## config.mk

```make
export PLATFORM = sky130hd
export DESIGN_NAME = ifu_axi_fetch
export DESIGN_NICKNAME = d
export VERILOG_FILES = /design/src/rtl/ifu_axi_fetch.sv
export SDC_FILE = /design/constraint.sdc
export NUM_CORES = 1
export LEC_CHECK = 0
export ABC_AREA = 1
export BUFFER_PORTS_ARGS = -buffer_cell sky130_fd_sc_hd__buf_2
export CORE_ASPECT_RATIO = 0.8
export CORE_MARGIN = 5
export CORE_UTILIZATION = 40
export DETAILED_ROUTE_END_ITERATION = 8
export PLACE_DENSITY = 0.72
export SETUP_SLACK_MARGIN = 0.05
export SYNTH_ARGS = -nofsm -noshare
export SYNTH_HDL_FRONTEND = slang
export SYNTH_SLANG_ARGS = --single-unit
```

## constraint.sdc

```tcl
create_clock -name clk_i -period 3.1 [get_ports clk_i]
set_input_delay 0.31 -clock clk_i [delete_from_list [all_inputs] [get_ports clk_i]]
set_output_delay 0.31 -clock clk_i [all_outputs]
set_load 0.005 [all_outputs]
```

## src/rtl/ifu_axi_fetch.sv

```systemverilog
// Instruction fetch stage: takes a PC from pcu, performs a single-beat AXI4 read,
// and hands the instruction (with fault status) to idu; flushes drain any in-flight beat.
module ifu_axi_fetch #(
    parameter int ADDR_W = 32,
    parameter int DATA_W = 32,
    parameter int ID_W   = 4,
    parameter int AXI_ID = 0
) (
    input  logic              clk_i,
    input  logic              rst_i,
    input  logic              pc_valid_i,
    output logic              pc_ready_o,
    input  logic [ADDR_W-1:0] pc_i,
    input  logic              flush_i,
    output logic              arvalid_o,
    input  logic              arready_i,
    output logic [ADDR_W-1:0] araddr_o,
    output logic [ID_W-1:0]   arid_o,
    output logic [7:0]        arlen_o,
    output logic [2:0]        arsize_o,
    output logic [1:0]        arburst_o,
    input  logic              rvalid_i,
    output logic              rready_o,
    input  logic [DATA_W-1:0] rdata_i,
    input  logic [1:0]        rresp_i,
    input  logic              rlast_i,
    input  logic [ID_W-1:0]   rid_i,
    output logic              inst_valid_o,
    input  logic              inst_ready_i,
    output logic [DATA_W-1:0] inst_o,
    output logic [ADDR_W-1:0] inst_pc_o,
    output logic [1:0]        fault_o
);

    localparam logic [1:0] FAULT_OK       = 2'b00;
    localparam logic [1:0] FAULT_MISALIGN = 2'b01;
    localparam logic [1:0] FAULT_BUS      = 2'b10;

    typedef enum logic [2:0] {
        IDLE,
        ADDR,
        DATA,
        HOLD,
        DRAIN_A,
        DRAIN_R
    } state_t;

    state_t              state_q, state_d;
    logic                arvalid_q, arvalid_d;
    logic [ADDR_W-1:0]   araddr_q, araddr_d;
    logic                inst_valid_q, inst_valid_d;
    logic [DATA_W-1:0]   inst_q, inst_d;
    logic [ADDR_W-1:0]   inst_pc_q, inst_pc_d;
    logic [1:0]          fault_q, fault_d;
    logic                pc_fire;

    // Only one read is ever outstanding, so the returned ID carries no information.
    logic unused_rid;
    assign unused_rid = ^rid_i;

    assign arid_o    = ID_W'(AXI_ID);
    assign arlen_o   = 8'd0;
    assign arsize_o  = 3'b010;
    assign arburst_o = 2'b01;

    assign pc_ready_o   = (state_q == IDLE) && !flush_i && !rst_i;
    assign rready_o     = ((state_q == DATA) || (state_q == DRAIN_R)) && !rst_i;
    assign pc_fire      = pc_valid_i && pc_ready_o;

    assign arvalid_o    = arvalid_q;
    assign araddr_o     = araddr_q;
    assign inst_valid_o = inst_valid_q;
    assign inst_o       = inst_q;
    assign inst_pc_o    = inst_pc_q;
    assign fault_o      = fault_q;

    always_comb begin
        state_d      = state_q;
        arvalid_d    = arvalid_q;
        araddr_d     = araddr_q;
        inst_valid_d = inst_valid_q;
        inst_d       = inst_q;
        inst_pc_d    = inst_pc_q;
        fault_d      = fault_q;
        unique case (state_q)
            IDLE: begin
                if (pc_fire) begin
                    inst_pc_d = pc_i;
                    if (pc_i[1:0] != 2'b00) begin
                        // Misaligned PCs never touch the bus; report the fault directly.
                        inst_d       = '0;
                        fault_d      = FAULT_MISALIGN;
                        inst_valid_d = 1'b1;
                        state_d      = HOLD;
                    end else begin
                        araddr_d  = pc_i;
                        arvalid_d = 1'b1;
                        state_d   = ADDR;
                    end
                end
            end
            ADDR: begin
                if (arready_i) begin
                    arvalid_d = 1'b0;
                    state_d   = flush_i ? DRAIN_R : DATA;
                end else if (flush_i) begin
                    state_d = DRAIN_A;
                end
            end
            DATA: begin
                if (rvalid_i) begin
                    if (flush_i) begin
                        state_d = IDLE;
                    end else begin
                        inst_d       = rdata_i;
                        fault_d      = rresp_i[1] ? FAULT_BUS : FAULT_OK;
                        inst_valid_d = 1'b1;
                        state_d      = HOLD;
                    end
                end else if (flush_i) begin
                    state_d = DRAIN_R;
                end
            end
            HOLD: begin
                if (flush_i || inst_ready_i) begin
                    inst_valid_d = 1'b0;
                    state_d      = IDLE;
                end
            end
            DRAIN_A: begin
                // An issued AR cannot be withdrawn; finish it, then swallow its beat.
                if (arready_i) begin
                    arvalid_d = 1'b0;
                    state_d   = DRAIN_R;
                end
            end
            DRAIN_R: begin
                if (rvalid_i && rlast_i) begin
                    state_d = IDLE;
                end
            end
            default: begin
                state_d = IDLE;
            end
        endcase
    end

    always_ff @(posedge clk_i or posedge rst_i) begin
        if (rst_i) begin
            state_q      <= IDLE;
            arvalid_q    <= 1'b0;
            araddr_q     <= '0;
            inst_valid_q <= 1'b0;
            inst_q       <= '0;
            inst_pc_q    <= '0;
            fault_q      <= FAULT_OK;
        end else begin
            state_q      <= state_d;
            arvalid_q    <= arvalid_d;
            araddr_q     <= araddr_d;
            inst_valid_q <= inst_valid_d;
            inst_q       <= inst_d;
            inst_pc_q    <= inst_pc_d;
            fault_q      <= fault_d;
        end
    end

endmodule

```

Yosys cells after proc, flatten, opt, wreduce, memory -nomap -nowiden
Cells that the tools add are included.

Equal/unequal tests: 16. Mux-type cells: 33. Bitwise logic cells: 1. Reduce and logical (&&, ||, !) cells: 21.

Operator list (count): 2-to-1 mux 32 bit (4); one-hot mux 32 bit (2 select lines) (1); 2-to-1 mux 3 bit (9); one-hot mux 3 bit (6 select lines) (1); 2-to-1 mux 2 bit (7); != test 2 bit (second input constant) (6); AND reduction 6 bit (2); 2-to-1 mux 1 bit (8); equality test 3 x 2 -> 1 bit (second input constant) (2); equality test 3 bit (second input constant) (2); != test 2 x 1 -> 1 bit (second input constant) (3); != test 3 bit (second input constant) (2); nonzero test 2 bit (3); logical AND 1 bit (5); AND reduction 5 bit (1); one-hot mux 2 bit (2 select lines) (1); AND reduction 4 bit (1); equality test 3 x 1 -> 1 bit (second input constant) (1); logical NOT 3 bit (1); one-hot mux 1 bit (3 select lines) (1); AND reduction 3 bit (1); nonzero test 3 bit (1); logical NOT 1 bit (2); logical OR 1 bit (2); other kinds (4) (4).

Bits in registers: 103. Input port bits: 78. Output and inout port bits: 119. Word-level logic and storage cells: 78.

Longest topological paths before layout
Depth after elaboration: 6. Depth in mapped cells: 10.

Worst setup path before layout
No wires, ideal clock.

Kind: register to register. Start: register state_q[2]. End: register inst_pc_q[10], in the netlist inst_pc_o[10]. Setup time: 0.117 ns. Arrival: 1.312 ns. Data required time: 2.983 ns. Slack: 1.671 ns. Cell stages (with the launch flop): 10. Path buffers: 3. Path through: dfrtp_1 -> buf_2 -> nor2_8 -> nand2_4 -> nor2_8 -> nand2_4 -> buf_6 -> buf_6 -> nand2_1 -> nand2_1.

Word-level cells in the longest chain between the ends: 5.

Ends and longest elaborated chain: start: declaration (line 48) `state_t state_q, state_d;`; start signal: assignment (line 158) `state_q <= state_d;`; logical NOT 3 bit (*) (line 66, 85); logical AND 1 bit (2 in series) (line 66) `assign pc_ready_o = (state_q == IDLE) && !flush_i && !rst_i;`; logical AND 1 bit (line 68) `assign pc_fire = pc_valid_i && pc_ready_o;`; AND reduction 2 bit (no line) (*); end signal: assignment (line 163) `inst_pc_q <= inst_pc_d;`; end: declaration (line 53) `logic [ADDR_W-1:0] inst_pc_q, inst_pc_d;`.

Mark *: on every way between the ends. The rest lies on a longest branch, timed or not. A chain may end at the register's enable or synchronous reset.

Worst setup path after layout
Start: register state_q[0]. End: register state_q[0].

Word-level cells in the longest chain between the ends: 6. Elaborated cells on any way between the ends: 17. Those cells by class: eq/ne: 11; mux: 1; reduce/logical: 5.

Ends and longest elaborated chain (line): logical NOT 3 bit (66, 85); logical AND 1 bit (2 in series) (66); logical AND 1 bit (68); != test 2 bit (no line); AND reduction 6 bit (no line).

Several ways; a longest one is shown, not always the timed one.

==> impl_results.md <==
* I/O pin cnt at 197
* Reg-to-Reg Start: state_q[0]
* Power Dens Cells at 873 mW/mm^2
* Hold Buf Count CTS at 0
* Hold Fails Final Rpt at 0
* Critical Path End Type: flop
* Syn Area/Cell at 8.53 sq um
* Switching share of total power at 0.369
* Max_cap viols at 0
* DIE HEIGHT at 105 um
* Layout cells sized above 1 at 0.302
* Synthesis-stage register bit count at 103
* Setup TNS Final at 0 ns
* CP Launch Point: state_q[0]
* Port Buffer Count at 174
* Setup violations, final at 0
* TritonCTS clock tree: yes
* Post-synth cell types at 23
* Antenna-violating nets left at 0
* Most frequent cells in the layout: nand2_1, buf_2, dfrtp_1
* Largest net degree at the start of global routing at 64
* Routed len/inst at 14.5 um
* Die Span X at 129 um
* Total gr overflow at 0
* Crit path max fanout at 36
* Tot GR Track Use at 0.181
* YS warnings at 0
* P&R area growth vs syn at 25.7%
* Net Switching at 1.82 mW
* DR vias/cell at 4.79
* Initial Util at 0.412
* Via count at 4,022
* Core Area at 0.0109 sq mm
* Slew margin rel. at 0.330
* Fin crit period at 2.23 ns
* Std cell rows at 34
* Synthesized cell area at 0.00450 sq mm
* Worst Clk Skew at 0.00497 ns
* Fmax at 448 MHz
* Clk Latency, worst-skew pair at 0.34 ns
* Max-slew violation count at 0
* Measured slew at the worst slew-check pin at 0.999 ns
* H-tree depth at 3
* Crit path required time at 3.33 ns
* Synth Instances at 528
* Setup Buffers After CTS at 0
* Arr. time, crit path at 2.46 ns
* WL final at 12,200 um
* Hold Path Class: primary input to asynchronous set/reset pin
* Leak at 3.47 nW
* Clock power frac at 0.222
* Vias in the first global route at 3,849
* First-iteration detailed-routing DRC count at 293
* Gate power share at 0.341
* Root Buffer: clkbuf_16
* CTS Buf Count at 9
* Clock slew at reported path FFs at 0.07 ns
* Worst IR drop on VDD at 0.473 mV
* Post-cts sizing count at 0
* NumNets Final at 768
* DRC at 0
* Int Pwr at 3.11 mW
* Clock tree buffer depth at 2
* Die footprint at 0.0135 sq mm
* Drt first pass iters at 5
* Crit path kind: flop to flop
* First-pass GRT wire length at 19,800 um
* Clk sinks at 103
* RSZ-0062 raised after global routing: false
* Most common cell after layout, fill and taps aside: nand2_1
* Worst Hold Margin at 0.159 ns
* Sequential area share after synthesis at 0.573
* Flop pwr share at 0.437
* Post-DP HPWL at 8830 um
* Final Cycle Share at 0.720
* Fill cells at 1,072
* GPL Wtd Cong at 0.934
* Outcome: complete, no violations
* CP startpoint kind: flop
* Initial antenna violation count at 1
[cells in the mapped netlist]
library cell / instances / area (sq um)
a21oi_1: 3 / 15.0
buf_1: 2 / 7.51
buf_2: 11 / 55.1
buf_4: 20 / 150
buf_6: 5 / 56.3
clkbuf_1: 6 / 22.5
clkinv_1: 1 / 3.75
conb_1: 2 / 7.51
dfrtp_1: 103 / 2580
inv_1: 21 / 78.8
inv_2: 2 / 7.51
nand2_1: 238 / 893
nand2_2: 1 / 6.26
nand2_4: 2 / 22.5
nand3_1: 71 / 355
nand3_2: 2 / 20.0
nand4_1: 2 / 12.5
nor2_1: 15 / 56.3
nor2_2: 2 / 12.5
nor2_8: 3 / 60.1
o21ai_0: 9 / 45.0
o21ai_1: 6 / 30.0
or2_2: 1 / 6.26
[registers in the layout (all words and copies together), names as in the netlist]
| signal | cells |
|---|---|
| inst_pc_o | 32 |
| inst_valid_o | 1 |
| inst_o | 32 |
| araddr_o | 32 |
| state_q | 3 |
| fault_o | 2 |
| arvalid_o | 1 |
[cell type report]
cell class | count | area, sq um | area share
Tap cell | 144 | 180 | 0.0318
Clock buffer | 10 | 239 | 0.0422
Inverter | 24 | 92.6 | 0.0164
Sequential cell | 103 | 2580 | 0.456
Antenna cell | 1 | 2.50 | 0.000442
Multi-Input combinational cell | 372 | 1600 | 0.283
Timing Repair Buffer | 180 | 916 | 0.162
Clock inverter | 6 | 51.3 | 0.00907
[layer usage]
layer,up-vias,GRT usage,part of all wire
li1,1950,-,-
met5,-,0,0
met2,165,0.293,0.48
met1,1891,0.244,0.43
met3,16,0.0367,0.070
met4,0,0.0637,0.020
[power groups by stage]
stage | combinational, mW | clock, mW | sequential (mW)
2_1_floorplan | 0.972 | 0 | 2.16
3_3_place_gp | 1.66 | 0 | 2.15
3_5_place_dp | 1.71 | 0 | 2.17
4_1_cts | 1.71 | 1.13 | 2.16
5_1_grt | 1.92 | 1.18 | 2.23
6_report | 1.68 | 1.10 | 2.16
[path summary, 6_finish.rpt]
path	depth (start not counted)	slack (ns)	end
setup / recovery	7	0.87	state_q[0]
hold / removal	2	0.16	inst_pc_o[1]
setup reg to reg	7	0.87	state_q[0]
hold reg to reg	2	0.47	inst_o[3]
max in group asynchronous	3	2.16	araddr_o[10]
min in group clk_i	3	0.18	araddr_o[18]
[cells by family (layout without fill, tap and decap cells)]
group	after synthesis	in the layout	share of synthesized area
buf+inv	68	220	0.0848
simple gates	337	337	0.321
compound gates	18	18	0.0200
other cells	2	18	0.00167
flops	103	103	0.573
[metrics by stage]
stage               cell area, sq um   util  setup WS [ns]  total power [mW]  std cells
floorplan                       4560      -         0.0862              3.13        543
global placement                5370  0.491          0.937              3.81        823
detailed placement              5370  0.491          0.885              3.89        823
CTS                             5660  0.517          0.878              5.00        839
global route                    5660  0.518          0.662              5.33        840
finish                          5660  0.518          0.867              4.94        840
[critical path: stages, from the launching register on]
cell,delay [ns]
dfrtp_1,0.60
nor2_8,0.09
nand2_1,0.14
clkinv_1,0.80
nand2_1,0.27
nand2_1,0.08
nand3_1,0.08
nand2_1,0.06
Note: power is estimated with default switching activity, not from simulation.
